==> src/rtl/fetch_line_buffer_if.sv <==
// Bus, redirect and decode-side signals of the instruction fetch line buffer.
// master = fetch unit, slave = system bus / decode environment.
interface fetch_line_buffer_if #(
    parameter int BUS_DATA_WIDTH = 64,
    parameter int BUS_TAG_WIDTH  = 13
);
    logic                      bus_reqcyc;
    logic                      bus_reqack;
    logic [63:0]               bus_req;
    logic [BUS_TAG_WIDTH-1:0]  bus_reqtag;
    logic                      bus_respcyc;
    logic                      bus_respack;
    logic [BUS_DATA_WIDTH-1:0] bus_resp;
    logic [BUS_TAG_WIDTH-1:0]  bus_resptag;
    logic                      redirect_valid;
    logic [63:0]               redirect_pc;
    logic                      inst_valid;
    logic                      inst_ready;
    logic [31:0]               inst;
    logic [63:0]               inst_pc;

    modport master (
        output bus_reqcyc, bus_req, bus_reqtag, bus_respack,
        output inst_valid, inst, inst_pc,
        input  bus_reqack, bus_respcyc, bus_resp, bus_resptag,
        input  redirect_valid, redirect_pc, inst_ready
    );

    modport slave (
        input  bus_reqcyc, bus_req, bus_reqtag, bus_respack,
        input  inst_valid, inst, inst_pc,
        output bus_reqack, bus_respcyc, bus_resp, bus_resptag,
        output redirect_valid, redirect_pc, inst_ready
    );
endinterface

==> src/rtl/fetch_line_buffer.sv <==
// Instruction fetch line buffer: fetches 64-byte lines over the system bus and hands
// 32-bit instructions with their PC to decode. Optional feature: HALT_ON_ZERO_EN.
module fetch_line_buffer #(
    parameter int BUS_DATA_WIDTH = 64,
    parameter int BUS_TAG_WIDTH  = 13,
    parameter int LINE_BYTES     = 64
) (
    input  logic                clk,
    input  logic                reset,
    input  logic [63:0]         entry,
    fetch_line_buffer_if.master fif,
    output logic                halted
);

    localparam int BEATS = LINE_BYTES * 8 / BUS_DATA_WIDTH;

    localparam logic       SYSBUS_READ   = 1'b1;
    localparam logic [3:0] SYSBUS_MEMORY = 4'b0001;

    typedef enum logic [1:0] {
        REQ,
        RESP,
        DRAIN,
        HALT
    } state_t;

    state_t      state, state_next;
    logic [57:0] line_addr, line_addr_next;
    logic [3:0]  idx, idx_next;
    logic [2:0]  beat, beat_next;
    logic        discard, discard_next;
    logic        req_valid_q;
    logic [63:0] req_addr_q;

    logic [BUS_DATA_WIDTH-1:0] line_buf [BEATS];

    logic [31:0] cur_word;
    logic        req_fire;
    logic        beat_fire;
    logic        last_beat;
    logic        halt_zero;
    logic        inst_valid;
    logic        take_redirect;
    logic        unused_bits;

    assign cur_word  = idx[0] ? line_buf[idx[3:1]][63:32] : line_buf[idx[3:1]][31:0];
    assign req_fire  = (state == REQ) && req_valid_q && fif.bus_reqack;
    assign beat_fire = (state == RESP) && fif.bus_respcyc;
    assign last_beat = beat_fire && (beat == 3'(BEATS - 1));
    assign take_redirect = fif.redirect_valid && (state != HALT);

`ifdef HALT_ON_ZERO_EN
    assign halt_zero = (state == DRAIN) && (cur_word == 32'h0);
    assign halted    = (state == HALT);
`else
    assign halt_zero = 1'b0;
    assign halted    = 1'b0;
`endif

    assign inst_valid      = (state == DRAIN) && !halt_zero;
    assign fif.inst_valid  = inst_valid;
    assign fif.inst        = inst_valid ? cur_word : 32'h0;
    assign fif.inst_pc     = inst_valid ? {line_addr, idx, 2'b00} : 64'h0;
    assign fif.bus_respack = beat_fire;
    assign fif.bus_reqcyc  = req_valid_q;
    assign fif.bus_req     = req_addr_q;
    assign fif.bus_reqtag  = {SYSBUS_READ, SYSBUS_MEMORY, 8'h00};

    assign unused_bits = ^{entry[1:0], fif.redirect_pc[1:0], fif.bus_resptag};

    // Next-state logic; a redirect overrides whatever the current state would do,
    // except that beats of an already-acked line are still drained and discarded.
    always_comb begin
        state_next     = state;
        line_addr_next = line_addr;
        idx_next       = idx;
        beat_next      = beat;
        discard_next   = discard;

        case (state)
            REQ: begin
                if (req_fire) begin
                    state_next   = RESP;
                    beat_next    = 3'd0;
                    discard_next = 1'b0;
                end
            end
            RESP: begin
                if (beat_fire) begin
                    beat_next = beat + 3'd1;
                    if (last_beat) begin
                        state_next   = discard ? REQ : DRAIN;
                        discard_next = 1'b0;
                    end
                end
            end
            DRAIN: begin
                if (halt_zero) begin
                    state_next = HALT;
                end else if (fif.inst_ready) begin
                    if (idx == 4'd15) begin
                        line_addr_next = line_addr + 58'd1;
                        idx_next       = 4'd0;
                        state_next     = REQ;
                    end else begin
                        idx_next = idx + 4'd1;
                    end
                end
            end
            default: begin
                state_next = HALT;
            end
        endcase

        if (take_redirect) begin
            line_addr_next = fif.redirect_pc[63:6];
            idx_next       = fif.redirect_pc[5:2];
            case (state)
                REQ: begin
                    state_next   = req_fire ? RESP : REQ;
                    discard_next = req_fire;
                end
                RESP: begin
                    state_next   = last_beat ? REQ : RESP;
                    discard_next = !last_beat;
                end
                default: begin
                    state_next   = REQ;
                    discard_next = 1'b0;
                end
            endcase
        end
    end

    // The request address is loaded whenever the next state is REQ so that a redirect
    // arriving before the ack retargets the pending request on the following cycle.
    always_ff @(posedge clk) begin
        if (reset) begin
            state       <= REQ;
            line_addr   <= entry[63:6];
            idx         <= entry[5:2];
            beat        <= 3'd0;
            discard     <= 1'b0;
            req_valid_q <= 1'b0;
            req_addr_q  <= 64'h0;
        end else begin
            state       <= state_next;
            line_addr   <= line_addr_next;
            idx         <= idx_next;
            beat        <= beat_next;
            discard     <= discard_next;
            req_valid_q <= (state_next == REQ);
            if (state_next == REQ) begin
                req_addr_q <= {line_addr_next, 6'b000000};
            end
        end
    end

    always_ff @(posedge clk) begin
        if (beat_fire) begin
            line_buf[beat] <= fif.bus_resp;
        end
    end

endmodule

==> src/flat_wrapper.sv <==
// flat-port wrapper written by rule: the top's interface ports become plain ports
module fetch_line_buffer_flat 
#(
    parameter int BUS_DATA_WIDTH = 64,
    parameter int BUS_TAG_WIDTH  = 13,
    parameter int LINE_BYTES     = 64
)
  (clk, reset, entry, halted, fif_bus_reqcyc, fif_bus_req, fif_bus_reqtag, fif_bus_respack, fif_inst_valid, fif_inst, fif_inst_pc, fif_bus_reqack, fif_bus_respcyc, fif_bus_resp, fif_bus_resptag, fif_redirect_valid, fif_redirect_pc, fif_inst_ready);
  fetch_line_buffer_if #(.BUS_DATA_WIDTH(BUS_DATA_WIDTH), .BUS_TAG_WIDTH(BUS_TAG_WIDTH)) fif_i ();
  input  logic clk;
  input  logic reset;
  input  logic [63:0] entry;
  output logic halted;
  output wire logic [$bits(fif_i.bus_reqcyc)-1:0] fif_bus_reqcyc;
  output wire logic [$bits(fif_i.bus_req)-1:0] fif_bus_req;
  output wire logic [$bits(fif_i.bus_reqtag)-1:0] fif_bus_reqtag;
  output wire logic [$bits(fif_i.bus_respack)-1:0] fif_bus_respack;
  output wire logic [$bits(fif_i.inst_valid)-1:0] fif_inst_valid;
  output wire logic [$bits(fif_i.inst)-1:0] fif_inst;
  output wire logic [$bits(fif_i.inst_pc)-1:0] fif_inst_pc;
  input wire logic [$bits(fif_i.bus_reqack)-1:0] fif_bus_reqack;
  input wire logic [$bits(fif_i.bus_respcyc)-1:0] fif_bus_respcyc;
  input wire logic [$bits(fif_i.bus_resp)-1:0] fif_bus_resp;
  input wire logic [$bits(fif_i.bus_resptag)-1:0] fif_bus_resptag;
  input wire logic [$bits(fif_i.redirect_valid)-1:0] fif_redirect_valid;
  input wire logic [$bits(fif_i.redirect_pc)-1:0] fif_redirect_pc;
  input wire logic [$bits(fif_i.inst_ready)-1:0] fif_inst_ready;
  assign fif_bus_reqcyc = fif_i.bus_reqcyc;
  assign fif_bus_req = fif_i.bus_req;
  assign fif_bus_reqtag = fif_i.bus_reqtag;
  assign fif_bus_respack = fif_i.bus_respack;
  assign fif_inst_valid = fif_i.inst_valid;
  assign fif_inst = fif_i.inst;
  assign fif_inst_pc = fif_i.inst_pc;
  assign fif_i.bus_reqack = fif_bus_reqack;
  assign fif_i.bus_respcyc = fif_bus_respcyc;
  assign fif_i.bus_resp = fif_bus_resp;
  assign fif_i.bus_resptag = fif_bus_resptag;
  assign fif_i.redirect_valid = fif_redirect_valid;
  assign fif_i.redirect_pc = fif_redirect_pc;
  assign fif_i.inst_ready = fif_inst_ready;
  fetch_line_buffer #(.BUS_DATA_WIDTH(BUS_DATA_WIDTH), .BUS_TAG_WIDTH(BUS_TAG_WIDTH), .LINE_BYTES(LINE_BYTES)) u_core (.clk(clk), .reset(reset), .entry(entry), .fif(fif_i), .halted(halted));
endmodule
==> config.mk <==
export PLATFORM = sky130hd
export DESIGN_NAME = fetch_line_buffer_flat
export DESIGN_NICKNAME = d
export VERILOG_FILES = /design/src/rtl/fetch_line_buffer_if.sv /design/src/rtl/fetch_line_buffer.sv /design/src/flat_wrapper.sv
export SDC_FILE = /design/constraint.sdc
export NUM_CORES = 1
export LEC_CHECK = 0
export CORE_ASPECT_RATIO = 0.9
export CORE_UTILIZATION = 49
export DETAILED_ROUTE_END_ITERATION = 7
export GPL_TIMING_DRIVEN = 0
export HOLD_SLACK_MARGIN = 0.05
export MAX_ROUTING_LAYER = met4
export PLACE_DENSITY = 0.76
export SKIP_CTS_REPAIR_TIMING = 1
export SYNTH_ARGS = -nofsm -noshare
export SYNTH_HDL_FRONTEND = slang
export SYNTH_SLANG_ARGS = --single-unit
==> constraint.sdc <==
create_clock -name clk -period 7.8 [get_ports clk]
set_clock_uncertainty 0.1 [all_clocks]
set_input_delay 2.34 -clock clk [delete_from_list [all_inputs] [get_ports clk]]
set_output_delay 2.34 -clock clk [all_outputs]
set_load 0.01 [all_outputs]
# == Yosys cells after proc, flatten, opt, wreduce, memory -nomap -nowiden ==
# Memories as Yosys holds them, arrays and structs flattened. A register that Yosys moved wholly into a read port is not among the register bits.
# Cells that the tools add are included.
# totals
ff_bits,127
mem_bits_rw,512
mem_count,1
# memory_table
memory,depth,word_bits,rd,rd_clocked_by_memory_dff,write_ports,line,text
u_core.line_buf,8,64,1,1,1,fetch_line_buffer.sv:35,logic [BUS_DATA_WIDTH-1:0] line_buf [BEATS];
# classes
addsub,3
eq_ne,10
mux,36
reduce_logical,15
# op_table
op,n
2-to-1 mux 58 bit,5
2-to-1 mux 32 bit,2
2-to-1 mux 64 bit,1
"adder 58 x 1 -> 58 bit, second input constant",1
2-to-1 mux 4 bit,5
2-to-1 mux 2 bit,7
2-to-1 mux 3 bit,3
"inequality test 3 x 1 -> 1 bit, second input constant",3
nonzero test 3 bit,3
2-to-1 mux 1 bit,8
one-hot mux 2 bit (3 select lines),1
one-hot mux 3 bit (2 select lines),1
logical AND 1 bit,5
"adder 4 x 1 -> 4 bit, second input constant",1
"equality test 4 bit, second input constant",1
logical NOT 2 bit,2
"inequality test 2 x 1 -> 1 bit, second input constant",2
one-hot mux 1 bit (2 select lines),2
one-hot mux 2 bit (2 select lines),1
AND reduction 4 bit,1
"adder 3 x 1 -> 3 bit, second input constant",1
"equality test 3 bit, second input constant",1
AND reduction 3 bit,1
"equality test 2 x 1 -> 1 bit, second input constant",1
5 further kinds,5

# == Depth between registers and ports, before layout ==
# depth
word_depth,8
mapped_depth,9
depth_no_buf,8

# == Least setup slack after synthesis ==
# Ideal clock, no wire load.
# synth_timing
path_kind,input to register
start,input port fif_bus_respcyc
end,memory u_core.line_buf[0][0] (enable)
arrival_time_ns,7.073
t_required_ns,7.135
path_slack_ns,0.062
cell_stages,3
n_path_buf,0
cell_sequence,and3b_1 nand2b_1 nor3_1
# synth_between
elab_chain_len,3
# synth_rtl
element,line,text
"start, declared",flat_wrapper.sv:22,input wire logic [$bits(fif_i.bus_respcyc)-1:0] fif_bus_respcyc;
logical AND 1 bit,fetch_line_buffer.sv:48,assign beat_fire = (state == RESP) && fif.bus_respcyc;
2-to-1 mux 1 bit,fetch_line_buffer.sv:160,if (beat_fire) begin
2-to-1 mux 1 bit (not written as such),fetch_line_buffer.sv:161,line_buf[beat] <= fif.bus_resp;
"end, declared",fetch_line_buffer.sv:35,
# No other way between the ends.

# == Final worst setup path ==
# layout_timing
start,register u_core.state[1]
end,output port fif_inst[21]
# layout_between
elab_chain_len,2
# layout_rtl
element,line,text
"start, declared",fetch_line_buffer.sv:27,"state_t state, state_next;"
"start signal, assigned",fetch_line_buffer.sv:147,state <= state_next;
equality test 2 bit,fetch_line_buffer.sv:60,assign inst_valid = (state == DRAIN) && !halt_zero;
2-to-1 mux 32 bit,fetch_line_buffer.sv:62,assign fif.inst = inst_valid ? cur_word : 32'h0;
"end, declared",flat_wrapper.sv:19,output wire logic [$bits(fif_i.inst)-1:0] fif_inst;
# No other way between the ends.

==> results.sh <==
export IMPL_grt_usage_pct=30.2
export IMPL_row_count=81
export IMPL_grt_max_degree=27
export IMPL_layout_commonest_cell="edfxtp_1"
export IMPL_synthFlopType="edfxtp_1"
export IMPL_numPortBuffers=347
export IMPL_setup_viol=0
export IMPL_worstPathArrival_ns=4.19
export IMPL_io_pins=388
export IMPL_cts_root_buf="clkbuf_16"
export IMPL_die_h_um=225
export IMPL_rsz0062_at_grt="false"
export IMPL_cp_startpoint="u_core.state[1]$_SDFF_PP0_"
export IMPL_clk_path_buf_depth=3
export IMPL_finalCritPeriodShare_pct=85.0
export IMPL_seqPwrFrac_pct=49.2
export IMPL_place_inst=2805
export IMPL_grt_first_pass_wirelength_um=119000
export IMPL_numCtsBuffers=61
export IMPL_cts_max_level=2
export IMPL_routed_via_density=6.07
export IMPL_num_nets_final=2378
export IMPL_ys_warn_count=0
export IMPL_antenna_found_initial=20
export IMPL_min_from="u_core.fif.bus_req[11]$_SDFFE_PP0N_"
export IMPL_avgSynthCellArea_um2=15.8
export IMPL_power_frac_comb_pct=12.0
export IMPL_area_growth_pct=26.0
export IMPL_power_net_switching_mw=1.88
export IMPL_peakVddDrop_mv=0.282
export IMPL_core_area_mm2=0.0544
export IMPL_post_route_min_period_ns=6.63
export IMPL_syn_inst=1706
export IMPL_synth_edff_count=516
export IMPL_p_per_area_mw_per_mm2=231
export IMPL_clk_pin_slew_ns=0.07
export IMPL_grt_overflow=0
export IMPL_worstSetupStartpointType="flip-flop"
export IMPL_fin_cells=2940
export IMPL_ys_ff_latch=642
export IMPL_die_w_um=250
export IMPL_initial_core_util_pct=49.7
export IMPL_dp_hpwl_um=56900
export IMPL_ff_latch_area_mm2=0.0180
export IMPL_p_int_mw=5.97
export IMPL_multi_input_area_mm2=0.00848
export IMPL_die_area_mm2=0.0561
export IMPL_ys_types=72
export IMPL_clkPwrFrac_pct=38.8
export IMPL_cp_max_fo=10
export IMPL_tightestPinTransition_ns=1.36
export IMPL_fmax_mhz=151
export IMPL_cts_tree="yes"
export IMPL_numClockSinks=642
export IMPL_place_congestion=1.00
export IMPL_grt_pass1_vias=17809
export IMPL_cp_end_kind="output port"
export IMPL_synth_async_reset_ratio_pct=0
export IMPL_netlist_area_mm2=0.0270
export IMPL_reg2reg_slack_ns=4.46
export IMPL_hold_viol=0
export IMPL_post_drt_wl_per_cell_um=28.1
export IMPL_holdWs_ns=0.361
export IMPL_hp_class="flip-flop to flip-flop"
export IMPL_drv_slew=0
export IMPL_final_antenna_net_count=0
export IMPL_required_ns=5.36
export IMPL_max_cap_viol_count=0
export IMPL_p_leak_nw=11.3
export IMPL_wl_um=82500
export IMPL_final_cell_mix="edfxtp_1, clkdlybuf4s50_1, mux4_2"
export IMPL_criticalPathCategory="flip-flop to output port"
export IMPL_firstDrtPassIters=6
export IMPL_rr_startpoint="u_core.line_addr[9]$_DFF_P_"
export IMPL_switching_share_pct=24.0
export IMPL_drc=0
export IMPL_slew_headroom_pct=8.58
export IMPL_synth_seq_area_share_pct=66.7
export IMPL_drt_iter0_drc=2131
export IMPL_status="complete, no violations"
export IMPL_insertion_delay_ns=0.64
export IMPL_drive_gt1_share_pct=16.9
export IMPL_fill_cells=3878
export IMPL_vias=17842
-- cell usage after synthesis (13+ instances only) --
cell      count  share of area, %
a211oi_1     13              0.36
a21oi_1      26              0.48
and2_1      100               2.3
buf_2        17              0.31
buf_4        23              0.64
clkbuf_1     72               1.0
dfxtp_1     126               9.3
edfxtp_1    516                57
mux2i_1      21              0.78
mux4_2      160                13
nand2_1     126               1.7
nand3_1      34              0.63
nand3b_1     38               1.1
nand4_1      30              0.69
nor2_1       80               1.1
nor3_1       23              0.43
nor4_1       16              0.37
o21ai_0      71               1.3
o21ai_1      18              0.33
xnor2_1      32               1.0
-- layer usage --
layer / global-route usage, % / wire [µm] / vias up
li1: - / - / 7592
met1: 39.3 / 32500 / 9074
met2: 46.8 / 39800 / 1034
met3: 5.90 / 7370 / 142
met4: 12.5 / 2940 / 0
met5: - / 0 / -
-- kinds of logic after synthesis --
group | after synthesis | share of synthesized area, %
fa+ha+maj | 4 | 0.185
simple gates | 516 | 10.8
mux | 185 | 14.3
xor+xnor | 35 | 1.13
other cells | 2 | 0.0278
compound gates | 191 | 4.52
buf+inv | 131 | 2.45
flops | 642 | 66.7
-- worst max-delay path: stages, from the launching register on --
cell and delay, ns:
dfxtp_1 0.46, clkbuf_1 0.35, nor2b_1 0.66, clkbuf_1 0.53, clkbuf_1 0.66, and2_1 0.32, clkdlybuf4s50_1 0.57
-- sequential cells by signal (all words and copies together) (netlist names), named ones only --
name and flops:
u_core.beat 3, u_core.discard 1, u_core.fif.bus_req 58, u_core.fif.bus_reqcyc 1
u_core.idx 4, u_core.line_addr 58, u_core.line_buf 512, u_core.state 2
-- worst paths after layout --
check | end | depth (start not counted)
setup / recovery | fif_inst[21] | 6
hold / removal | u_core.fif.bus_req[11]$_SDFFE_PP0N_ | 2
setup reg to reg | u_core.fif.bus_req[49]$_SDFFE_PP0N_ | 6
hold reg to reg | u_core.fif.bus_req[11]$_SDFFE_PP0N_ | 2
-- layout make-up --
cell class,count,share of cell area (%)
multi-input combinational,953,24.9
clock buffer,79,4.83
antenna,19,0.140
inverter,9,0.0992
sequential,642,52.9
timing repair buffer,374,11.4
buffer,122,1.84
tap,705,2.59
clock inverter,37,1.27
-- power by group through the flow --
| stage | Sequential (mW) | Combinational (mW) | Clock [mW] |
|---|---|---|---|
| final | 3.87 | 0.944 | 3.04 |
| after global routing | 3.87 | 0.997 | 3.21 |
| after CTS | 3.86 | 0.944 | 3.07 |
| after detailed placement | 3.94 | 0.929 | 0 |
| after global placement | 3.94 | 0.907 | 0 |
| after floorplan | 3.92 | 0.522 | 0 |
-- stage by stage --
step | worst slack (ns) | TNS (ns) | power [mW] | area [µm²] | utilization [%]
after floorplan | 0.0621 | 0 | 4.44 | 27100 | -
after global placement | -4.86 | -1141.48 | 4.84 | 31500 | 57.8
after detailed placement | 1.63 | 0 | 4.86 | 31900 | 58.7
after CTS | 1.16 | 0 | 7.87 | 34000 | 62.5
after global routing | 1.06 | 0 | 8.08 | 34100 | 62.6
final | 1.17 | 0 | 7.86 | 34100 | 62.6
Note: power is estimated with default switching activity, not from simulation.
